===== src/rtl/fnd_pkg.sv =====
// rtl/fnd_pkg.sv - seven-segment font constants and BCD codes shared by encoder and decoder
package fnd_pkg;

    // Active-low segment patterns, bits 6:0 = segments g..a
    localparam logic [6:0] FONT_0     = 7'h40;
    localparam logic [6:0] FONT_1     = 7'h79;
    localparam logic [6:0] FONT_2     = 7'h24;
    localparam logic [6:0] FONT_3     = 7'h30;
    localparam logic [6:0] FONT_4     = 7'h19;
    localparam logic [6:0] FONT_5     = 7'h12;
    localparam logic [6:0] FONT_6     = 7'h02;
    localparam logic [6:0] FONT_7     = 7'h78;
    localparam logic [6:0] FONT_8     = 7'h00;
    localparam logic [6:0] FONT_9     = 7'h10;
    localparam logic [6:0] FONT_BLANK = 7'h7F;

    localparam logic [3:0] BCD_BLANK  = 4'hF;
    localparam logic [3:0] BCD_ERR    = 4'hE;

    // True when exactly one active-low select line is asserted
    function automatic logic one_low(input logic [3:0] com);
        logic [3:0] sel;
        sel = ~com;
        return (sel != 4'h0) && ((sel & (sel - 4'h1)) == 4'h0);
    endfunction

endpackage


===== src/rtl/fnd_font_to_bcd.sv =====
// rtl/fnd_font_to_bcd.sv - combinational segment pattern to BCD lookup
module fnd_font_to_bcd
    import fnd_pkg::*;
(
    input  logic [6:0] i_pattern,
    output logic [3:0] o_bcd,
    output logic       o_blank,
    output logic       o_err
);

    // Map a legal digit pattern to its value; blank and anything else get marker codes
    always_comb begin
        o_blank = 1'b0;
        o_err   = 1'b0;
        o_bcd   = BCD_ERR;
        case (i_pattern)
            FONT_0:     o_bcd = 4'd0;
            FONT_1:     o_bcd = 4'd1;
            FONT_2:     o_bcd = 4'd2;
            FONT_3:     o_bcd = 4'd3;
            FONT_4:     o_bcd = 4'd4;
            FONT_5:     o_bcd = 4'd5;
            FONT_6:     o_bcd = 4'd6;
            FONT_7:     o_bcd = 4'd7;
            FONT_8:     o_bcd = 4'd8;
            FONT_9:     o_bcd = 4'd9;
            FONT_BLANK: begin
                o_bcd   = BCD_BLANK;
                o_blank = 1'b1;
            end
            default:    o_err = 1'b1;
        endcase
    end

endmodule


===== src/rtl/fnd_capture_decoder.sv =====
// rtl/fnd_capture_decoder.sv - captures a scanned 4-digit seven-segment display back into BCD
module fnd_capture_decoder
    import fnd_pkg::*;
#(
    parameter int unsigned STABLE_CNT = 4
) (
    input  logic        i_clk,
    input  logic        i_reset,
    input  logic [3:0]  i_com,
    input  logic [7:0]  i_font,
    output logic [15:0] o_bcd,
    output logic [3:0]  o_dp,
    output logic [3:0]  o_blank,
    output logic [3:0]  o_err,
    output logic        o_valid
);

    localparam logic [7:0] CNT_MAX = 8'(STABLE_CNT);
    localparam logic [7:0] CNT_ACC = 8'(STABLE_CNT - 1);

    logic [3:0]  com_meta_q, s_com_q, prev_com_q;
    logic [7:0]  font_meta_q, s_font_q, prev_font_q;
    logic [7:0]  cnt_q, cnt_d;
    logic [3:0]  seen_q, seen_d;
    logic [15:0] bcd_q, bcd_d;
    logic [3:0]  dp_q, dp_d;
    logic [3:0]  blank_q, blank_d;
    logic [3:0]  err_q, err_d;
    logic        valid_q, valid_d;

    logic        same;
    logic        accept;
    logic [3:0]  dec_bcd;
    logic        dec_blank;
    logic        dec_err;

    fnd_font_to_bcd u_font_to_bcd (
        .i_pattern (s_font_q[6:0]),
        .o_bcd     (dec_bcd),
        .o_blank   (dec_blank),
        .o_err     (dec_err)
    );

    // Stability counter; acceptance fires once, on the step from STABLE_CNT-1 to STABLE_CNT
    always_comb begin
        same   = ({s_com_q, s_font_q} == {prev_com_q, prev_font_q});
        cnt_d  = 8'h00;
        if (same) begin
            cnt_d = (cnt_q == CNT_MAX) ? cnt_q : cnt_q + 8'h01;
        end
        accept = same && (cnt_q == CNT_ACC) && one_low(s_com_q);
    end

    // Update the selected digit, track which digits were seen, and flag a complete frame
    always_comb begin
        bcd_d   = bcd_q;
        dp_d    = dp_q;
        blank_d = blank_q;
        err_d   = err_q;
        seen_d  = seen_q;
        valid_d = 1'b0;
        if (accept) begin
            for (int n = 0; n < 4; n++) begin
                if (!s_com_q[n]) begin
                    bcd_d[4*n +: 4] = dec_bcd;
                    dp_d[n]         = ~s_font_q[7];
                    blank_d[n]      = dec_blank;
                    err_d[n]        = dec_err;
                    seen_d[n]       = 1'b1;
                end
            end
            if (seen_d == 4'hF) begin
                valid_d = 1'b1;
                seen_d  = 4'h0;
            end
        end
    end

    // Synchronizers, previous-sample register and all captured state
    always_ff @(posedge i_clk or posedge i_reset) begin
        if (i_reset) begin
            com_meta_q  <= 4'hF;
            s_com_q     <= 4'hF;
            prev_com_q  <= 4'hF;
            font_meta_q <= 8'hFF;
            s_font_q    <= 8'hFF;
            prev_font_q <= 8'hFF;
            cnt_q       <= 8'h00;
            seen_q      <= 4'h0;
            bcd_q       <= 16'hFFFF;
            dp_q        <= 4'h0;
            blank_q     <= 4'hF;
            err_q       <= 4'h0;
            valid_q     <= 1'b0;
        end else begin
            com_meta_q  <= i_com;
            s_com_q     <= com_meta_q;
            prev_com_q  <= s_com_q;
            font_meta_q <= i_font;
            s_font_q    <= font_meta_q;
            prev_font_q <= s_font_q;
            cnt_q       <= cnt_d;
            seen_q      <= seen_d;
            bcd_q       <= bcd_d;
            dp_q        <= dp_d;
            blank_q     <= blank_d;
            err_q       <= err_d;
            valid_q     <= valid_d;
        end
    end

    assign o_bcd   = bcd_q;
    assign o_dp    = dp_q;
    assign o_blank = blank_q;
    assign o_err   = err_q;
    assign o_valid = valid_q;

endmodule

===== config.mk =====
export PLATFORM = sky130hd
export DESIGN_NAME = fnd_capture_decoder
export DESIGN_NICKNAME = d
export VERILOG_FILES = /design/src/rtl/fnd_pkg.sv /design/src/rtl/fnd_font_to_bcd.sv /design/src/rtl/fnd_capture_decoder.sv
export SDC_FILE = /design/constraint.sdc
export NUM_CORES = 1
export LEC_CHECK = 0
export ABC_CLOCK_PERIOD_IN_PS = 2400
export BUFFER_PORTS_ARGS = -buffer_cell sky130_fd_sc_hd__buf_2
export CORE_MARGIN = 10
export CORE_UTILIZATION = 51
export CTS_CLUSTER_SIZE = 12
export DETAILED_ROUTE_END_ITERATION = 6
export HOLD_SLACK_MARGIN = 0.1
export PLACE_DENSITY = 0.74
export SETUP_SLACK_MARGIN = 0.1
export SYNTH_ARGS = -nofsm -noshare
export SYNTH_HDL_FRONTEND = slang
export SYNTH_SLANG_ARGS = --single-unit
export TNS_END_PERCENT = 30

===== constraint.sdc =====
create_clock -name i_clk -period 2.4 [get_ports i_clk]
set_clock_uncertainty 0.2 [all_clocks]
set_input_delay 0.24 -clock i_clk [delete_from_list [all_inputs] [get_ports i_clk]]
set_output_delay 0.24 -clock i_clk [all_outputs]
set_load 0.02 [all_outputs]

==> impl_metrics.py <==
metrics = {
    "synth": {
        "synthArstFlopShare_pct": 100,
        "synth_edf_count": 0,
        "synth_cell_types": 39,
        "synthTopCellsByArea": "dfstp_2, dfrtp_1, mux2_2",
        "synth_area_um2": 3110,
        "ys_top_cells_by_count": "dfstp_2, mux2_2, dfrtp_1, xor2_1, nor2_1",
        "synth.largest_area_cell": "dfstp_2",
        "synth_top_area_share_pct": 47.4,
        "synth-seq-cells": 77,
        "yosysMostFrequentCell": "dfstp_2",
        "synth_cells": 228,
        "synth-warning-count": 0,
        "syn_avg_cell_area_um2": 13.6,
        "syn_nets": 244,
        "yosysSeqAreaShare_pct": 64.3,
        "synth_ff_type": "dfstp_2",
    },
    "place": {
        "gp_congestion": 0.831,
        "port_buffers": 42,
        "dpl_cell_area_um2": 3590,
        "dp_hpwl_um": 4170,
    },
    "floorplan": {
        "die_area_um2": 9610,
        "fp.dieH_um": 98.0,
        "start_util_pct": 52.5,
        "die_w_um": 98.0,
        "floorplan.io_pins": 43,
        "core.rowCount": 28,
        "fp.coreArea_um2": 5920,
    },
    "hold_path": {
        "min_path_type": "register to register",
        "worstHoldPathCells": 0,
    },
    "layout": {
        "stdcell_area_um2": 4130,
        "diodes": 0,
        "fin_util_pct": 69.8,
        "nNetsFinal": 336,
        "layout-drive-gt1-share_pct": 57.8,
        "synthToLayoutAreaGrowth_pct": 33.0,
    },
    "critical_path": {
        "critPathKind": "register to register",
        "reg2reg_depth": 6,
        "critPathRequiredTime_ns": 2.49,
        "crit_arrival_ns": 2.37,
        "cp_num_buf_inv": 1,
        "worst-path-stages": 6,
        "worst_setup_path_start_kind": "register",
        "cp_slowest_stage_delay_ns": 0.62,
        "path_cells": "buf_6 -> xor2_2 -> a21oi_1 -> or4b_2 -> o211ai_1 -> mux2_4",
        "critPathCaptureType": "register",
        "worstPathMaxFanout": 6,
        "cpLargestDelayFamily": "simple AND/OR/NAND/NOR gates",
        "slowest_stage": "or4b_2",
    },
    "cts": {
        "cts_buffers": 9,
        "cts.sinks": 77,
        "h-tree-depth": 3,
        "cts.path.max_buffers": 2,
        "cts.reportedPaths.clkPinSlew_ns": 0.08,
        "cts_tree": "yes",
        "root_buffer": "clkbuf_8",
        "insertion_delay_ns": 0.34,
    },
    "drt": {
        "wire_per_inst_um": 15.9,
        "drtPass1Iterations": 4,
        "via_per_inst": 5.18,
        "highest_layer": "met4",
        "antenna_left": 0,
        "detail_route.iter0.violations": 170,
        "drt_wl_total_um": 6360,
        "met1_length_um": 2760,
        "drc": 0,
        "via_count": 2071,
        "met2_length_um": 3170,
        "wl_met3_um": 323,
    },
    "grt": {
        "grt_pass1_vias": 2117,
        "grt-ovfl-total": 0,
        "grt_start_max_net_pins": 64,
        "grt_usage_pct": 13.0,
        "grt_pass1_wl_um": 10200,
        "antenna_found_initial": 0,
    },
    "timing": {
        "slew_headroom_pct": 72.3,
        "timing.fmax_mhz": 439,
        "finalHoldViolations": 0,
        "final_max_slew_viol_count": 0,
        "setup_violations": 0,
        "timing.final.crit_period_ns": 2.28,
        "tns_ns": 0,
        "min_period_over_period_pct": 95.0,
        "rsz0062_at_grt": "yes",
        "tightest_slew_ns": 0.414,
    },
    "power": {
        "peakVddDrop_v": 0.000458,
        "p_per_area_nw_per_um2": 617,
        "leakage_nw": 1.90,
    },
    "run": {
        "drv_cap": 0,
    },
    "outcome": {
        "status": "completed",
    },
}
[cell usage in the layout (no fill, tap or decap), drive strengths merged, types with 2 or more instances in the layout]
cell	instances
clkinvlp	2
o21a	4
nand2	7
xor2	18
or3	4
o21ai	2
a21oi	5
nand4	2
nor2	14
nand3	7
xnor2	2
nor3	7
inv	13
and3	2
dlygate4sd3	13
clkbuf	12
nor4	5
mux2	24
dfstp	56
mux2i	4
ha	2
dfrtp	21
buf	79
o22ai	3
nand4b	4
[area by class of cell]
class | instances | area (µm²)
Sequential cell | 77 | 2000
Multi-Input combinational cell | 128 | 1100
Inverter | 12 | 45.0
Clock buffer | 12 | 156
Fill cell | 396 | 1790
Timing Repair Buffer | 92 | 683
Clock inverter | 4 | 53.8
Tap cell | 75 | 93.8
[layer usage]
| layer | global-route usage (%) | vias up |
|---|---|---|
| met5 | 0 | - |
| met4 | 7.27 | 0 |
| met2 | 19.6 | 51 |
| li1 | - | 966 |
| met3 | 3.95 | 12 |
| met1 | 16.1 | 1042 |
[power by group]
part	internal [W]	switching, W
Clock	0.000548	0.000461
Combinational	0.0000780	0.0000882
Sequential	0.00135	0.0000175
Total	0.00198	0.000567
[registers in the layout (all words and copies together) (netlist names), 8 cells and up]
name / cells
cnt_q: 8
font_meta_q: 8
o_bcd: 16
prev_font_q: 8
s_font_q: 8
[through the flow]
step,hold WS [ns],cells,total power (W),worst slack (ns)
after floorplan,0.0445,228,0.00147,-0.0461
after global placement,0.0215,356,0.00151,-0.0271
after detailed placement,0.0233,356,0.00151,-0.00993
after CTS,0.156,386,0.00256,0.0749
after global routing,0.154,400,0.00265,0.0603
final,0.155,400,0.00255,0.120
[kinds of logic after synthesis]
kind of cell               count (synthesis)  share of synthesized area, %
DFF                                       77                          64.3
AOI/OAI and AO/OA                         20                          4.27
adders and majority gates                  2                         0.806
buffers and inverters                     23                          3.26
xor gates and xnor gates                  20                          5.64
muxes                                     28                          9.99
and+or+nand+nor                           58                          11.7
[worst paths after layout]
check	startpoint	to	slack (ns)
setup / recovery	s_font_q[4]	o_bcd[1]	0.12
hold / removal	font_meta_q[2]	s_font_q[2]	0.16
setup reg to reg	s_font_q[4]	o_bcd[1]	0.12
hold reg to reg	font_meta_q[2]	s_font_q[2]	0.16
max in group asynchronous	i_reset	o_bcd[6]	1.12
min in group asynchronous	i_reset	cnt_q[1]	0.21
[repair_timing]
action | CTS | global route
hold buffers | 13 | 0
gates resized for setup | 5 | 14
pin swaps | 4 | 7
buffers inserted | 1 | 14
endpoints found under the setup margin | 24 | 24
hold endpoints to repair | 39 | 0
Note: power is estimated with default switching activity, not from simulation.
